$ cat src/rtl/sprite_plotter.sv
// Sprite plotter: on a plot strobe, latches a cell position and scans a
// SPRITE_W x SPRITE_H pixel box onto the VGA adapter write port, one pixel per cycle.
module sprite_plotter #(
  parameter int unsigned SPRITE_W = 4,
  parameter int unsigned SPRITE_H = 4,
  parameter int unsigned CELL_X_W = 5,
  parameter int unsigned CELL_Y_W = 5,
  parameter int unsigned SCREEN_W = 160,
  parameter int unsigned SCREEN_H = 120,
  parameter logic [2:0] FG_COLOUR = 3'b100,
  parameter logic [2:0] BG_COLOUR = 3'b000,
  parameter logic [SPRITE_W*SPRITE_H-1:0] SPRITE_MASK = 16'h6FF6
) (
  input  logic                clk,
  input  logic                reset,
  input  logic                plot,
  input  logic                s_color,
  input  logic [CELL_X_W-1:0] xpos,
  input  logic [CELL_Y_W-1:0] ypos,
  output logic                busy,
  output logic                done,
  output logic                overrun,
  output logic [7:0]          vga_x,
  output logic [6:0]          vga_y,
  output logic [2:0]          vga_colour,
  output logic                vga_write
);

  localparam int unsigned NPIX = SPRITE_W * SPRITE_H;
  localparam int unsigned CW   = (SPRITE_W > 1) ? $clog2(SPRITE_W) : 1;
  localparam int unsigned RW   = (SPRITE_H > 1) ? $clog2(SPRITE_H) : 1;
  localparam int unsigned MW   = (NPIX > 1) ? $clog2(NPIX) : 1;
  localparam int unsigned OXW  = CELL_X_W + $clog2(SPRITE_W);
  localparam int unsigned OYW  = CELL_Y_W + $clog2(SPRITE_H);

  typedef enum logic [1:0] {IDLE, SCAN, DONE} state_t;

  state_t         state, state_nxt;
  logic [OXW-1:0] ox;
  logic [OYW-1:0] oy;
  logic           sel;
  logic [CW-1:0]  col;
  logic [RW-1:0]  row;
  logic           last_col;
  logic           last_pix;
  logic [31:0]    px;
  logic [31:0]    py;
  logic [MW-1:0]  idx;
  logic           in_bounds;

  always_comb begin
    last_col = (col == CW'(SPRITE_W - 1));
    last_pix = last_col && (row == RW'(SPRITE_H - 1));
  end

  always_ff @(posedge clk) begin
    if (reset) state <= IDLE;
    else       state <= state_nxt;
  end

  always_comb begin
    state_nxt = state;
    case (state)
      IDLE:    if (plot) state_nxt = SCAN;
      SCAN:    if (last_pix) state_nxt = DONE;
      DONE:    state_nxt = IDLE;
      default: state_nxt = IDLE;
    endcase
  end

  always_ff @(posedge clk) begin
    if (reset) begin
      ox  <= '0;
      oy  <= '0;
      sel <= 1'b0;
      col <= '0;
      row <= '0;
    end else if (state == IDLE && plot) begin
      ox  <= OXW'(32'(xpos) * SPRITE_W);
      oy  <= OYW'(32'(ypos) * SPRITE_H);
      sel <= s_color;
      col <= '0;
      row <= '0;
    end else if (state == SCAN) begin
      if (last_col) begin
        col <= '0;
        row <= row + 1'b1;
      end else begin
        col <= col + 1'b1;
      end
    end
  end

  // Clip test uses the full-width sums so off-screen pixels never alias on-screen.
  always_comb begin
    px         = 32'(ox) + 32'(col);
    py         = 32'(oy) + 32'(row);
    idx        = MW'(32'(row) * SPRITE_W + 32'(col));
    in_bounds  = (px < SCREEN_W) && (py < SCREEN_H);
    busy       = (state != IDLE);
    done       = (state == DONE);
    overrun    = plot && (state != IDLE);
    vga_x      = '0;
    vga_y      = '0;
    vga_colour = '0;
    vga_write  = 1'b0;
    if (state == SCAN) begin
      vga_x      = px[7:0];
      vga_y      = py[6:0];
      vga_colour = sel ? FG_COLOUR : BG_COLOUR;
      vga_write  = in_bounds && (sel ? SPRITE_MASK[idx] : 1'b1);
    end
  end

endmodule

$ cat config.mk
export PLATFORM = sky130hd
export DESIGN_NAME = sprite_plotter
export DESIGN_NICKNAME = d
export VERILOG_FILES = /design/src/rtl/sprite_plotter.sv
export SDC_FILE = /design/constraint.sdc
export NUM_CORES = 1
export LEC_CHECK = 0
export ABC_CLOCK_PERIOD_IN_PS = 1500
export BUFFER_PORTS_ARGS = -buffer_cell sky130_fd_sc_hd__buf_2
export CORE_UTILIZATION = 48
export CTS_BUF_LIST = sky130_fd_sc_hd__clkbuf_4
export DETAILED_ROUTE_END_ITERATION = 16
export PLACE_DENSITY = 0.91
export SYNTH_ARGS = -nofsm -noshare
export SYNTH_HDL_FRONTEND = slang
export SYNTH_SLANG_ARGS = --single-unit
$ cat constraint.sdc
create_clock -name clk -period 1.5 [get_ports clk]
set_input_delay 0.225 -clock clk [delete_from_list [all_inputs] [get_ports clk]]
set_output_delay 0.225 -clock clk [all_outputs]
set_load 0.03 [all_outputs]
==> results.toml <==
[critical_path]
startpoint_type = "register"
reg2reg_slack_ns = 0.12
critPathMaxStageDelay_ns = 0.35
cp_cell_sequence = "ha_4 -> o311a_1 -> buf_6"
r2r_end = "oy[2]$_SDFFE_PP0P_"
cpMaxStageDelayCell = "dfxtp_2"
cp_max_fo = 2
r2r_start = "state[1]$_SDFFE_PP0P_"
critPathRequiredTime_ns = 1.27
worst_ep_arrival_time_ns = 1.37
r2r_cells = 6
path_class = "register to output port"
end_kind = "output port"

[floorplanning]
die_area_sq_um = 1930
fp.dieH_um = 43.9
design.portCount = 36
die-width_um = 43.9
initial_core_util_pct = 53.6
coreArea_sq_um = 1580
core.rowCount = 14

[grt]
grt_pass1_wl_um = 3600
grt_overflow = 0
top_usage_layer = "met2"
grt_util_met1_pct = 31.5
met2_usage_pct = 44.8
grt_pass1_vias = 784
use_met3_pct = 4.58
antenna_found_initial = 0
track_usage_pct = 26.3
grt_max_degree = 18

[final_layout]
layout_commonest_cell = "nand2_1"
nNetsFinal = 161
multi_input_area_sq_um = 493
layout_common_cells = "nand2_1 (23), buf_6 (19), and2_4 (16), buf_2 (16), dfxtp_1 (13)"
seqCellArea_sq_um = 350
area.growth.synth_to_final_pct = 50.8
num_antenna_cells = 0
drive_gt1_share_pct = 52.1
fillCellCount = 86
instances_no_fill = 160

[timing]
fin_crit_sh_pct = 107
setup_viol = 16
finalMaxSlewViolations = 0
rsz0062_at_grt = "true"
max_clock_freq_mhz = 625
fin_ws_ns = -0.0998
finalSetupTns_ns = -0.817
period_minus_slack_ns = 1.60
hold_viol_final = 0
skew_ns = 0.00232

[drt]
vias = 889
wl_per_cell_um = 15.5
drt_pre_antenna_iters = 12
drt-vias-per-instance = 5.56
drc = 2
finalWirelength_um = 2480
ant_nets = 0
drt_iter0_drc = 38

[power]
vdd_drop_max_mv = 0.586
p_per_area_nw_per_um2 = 779
power_leakage_nw = 0.610

[place]
post-place-cells = 144
gp_congestion = 0.781
portBuffers = 32
hpwl_um = 1220

[clocking]
cts_root_buf = "clkbuf_4"
cts_tree = "built"
htree_levels = 1
clk_path_buf_depth = 2
clock_latency_ns = 0.29
cts_buffers = 3
clkSlewWorstSetupHoldPaths_ns = 0.09
numClockSinks = 17

[logic_synthesis]
syn_inst = 101
seq_area_frac_synth_pct = 40.3
ys_ff_latch = 17
syn_area_sq_um = 845
synth_top_area_cell = "dfxtp_1"
netlist_top_cells_area = "dfxtp_1 (40%), and2_1 (12%), nand2_1 (10%)"
yosys_warnings = 0
synthDistinctLibCells = 25
synth_top_cell_area_share_pct = 40.3
synth_area_per_cell_sq_um = 8.36

[hold_path]
worstHoldPathType = "primary input to register"
whs_path_depth = 3
min-delay-start = "ypos[2]"
min_to = "oy[4]$_SDFFE_PP0P_"

[run]
max-cap-violations = 0

[outcome]
outcome = "finished, violations left"
violations = "design-rule violations, negative setup slack"
## registers in the layout, indices dropped and copies added, names as in the netlist
signal / count
oy: 5
ox: 5
sel: 1
row: 2
col: 2
state: 2
## cell type report
cell class,instances,share of cell area (%)
Multi-Input combinational cell,76,38.7
Timing Repair Buffer,46,29.6
Sequential cell,17,27.5
Clock buffer,4,2.36
Tap cell,16,1.57
Inverter,1,0.295
## how the worst max path moves through the flow
stage | from | endpoint | slack [ns] | cells after the start
6_report | col[1]$_SDFFE_PP0P_ | vga_write | -0.1 | 3
5_1_grt | col[1]$_SDFFE_PP0P_ | vga_write | -0.12 | 3
4_1_cts | col[1]$_SDFFE_PP0P_ | vga_write | -0.1 | 3
3_5_place_dp | state[0]$_SDFFE_PP0P_ | vga_write | 0.08 | 4
3_3_place_gp | col[0]$_SDFFE_PP0P_ | vga_write | 0.16 | 3
2_1_floorplan | col[0]$_SDFFE_PP0P_ | vga_write | 0.20 | 2
## through the flow
stage / util [%] / hold slack (ns) / power [mW] / setup WS (ns) / instance area, sq um
3_5_place_dp: 62.1 / 0.444 / 0.665 / 0.0827 / 978
5_1_grt: 80.8 / 0.159 / 1.03 / -0.122 / 1270
3_3_place_gp: 62.1 / 0.437 / 0.657 / 0.161 / 978
4_1_cts: 78.3 / 0.152 / 0.972 / -0.0992 / 1230
2_1_floorplan: - / 0.361 / 0.631 / 0.203 / 852
6_report: 80.8 / 0.162 / 0.992 / -0.0998 / 1270
## cell usage after synthesis (all sizes together)
| library cell | n |
|---|---|
| nor2b | 1 |
| mux2i | 3 |
| inv | 1 |
| nand3b | 1 |
| or2 | 1 |
| conb | 1 |
| dfxtp | 17 |
| xor2 | 2 |
| nand2 | 23 |
| and2 | 16 |
| o311a | 1 |
| nor3 | 4 |
| or3b | 1 |
| and2b | 1 |
| buf | 8 |
| nor3b | 2 |
| a21oi | 12 |
| nor2 | 2 |
| ha | 2 |
| clkbuf | 1 |
| nand4 | 1 |
## worst max-delay path, delay by kind of cell (launching register included)
family	cells	cell delay (ns)
AOI/OAI and AO/OA	1	0.35
adders and majority gates	1	0.24
buffers and inverters	1	0.15
DFF	1	0.35
## logic make-up (layout without fill, tap and decap cells)
| logic type | Yosys count | after routing | share of synthesized area, % |
|---|---|---|---|
| compound gates | 13 | 13 | 8.30 |
| xor+xnor | 2 | 2 | 2.07 |
| fa+ha+maj | 2 | 2 | 2.96 |
| buf+inv | 10 | 51 | 8.59 |
| flops | 17 | 17 | 40.3 |
| mux | 3 | 3 | 3.56 |
| other cells | 1 | 3 | 0.444 |
| simple gates | 53 | 53 | 33.8 |
## metal layers
metal,part of all wire [%],wire (um)
met4,3.3,83
met3,5.6,140
met1,41,1020
met5,0,0
met2,50,1240
## report_power, final
group          switching [mW]  internal [mW]  leakage [nW]  total, mW
clock network           0.140          0.122        0.0184      0.262
registers              0.0177          0.472         0.141      0.490
logic                   0.131          0.109         0.450      0.240
## repair_timing
| item | 4_1_cts | 5_1_grt |
|---|---|---|
| hold buffers | 0 | 0 |
| gates resized for setup | 57 | 5 |
| pin swaps | 11 | 3 |
| cloned | 1 | 1 |
| endpoints found under the setup margin | 17 | 17 |
| setup buffers | 7 | 3 |
No activity file was read; power rests on OpenSTA's default activity.
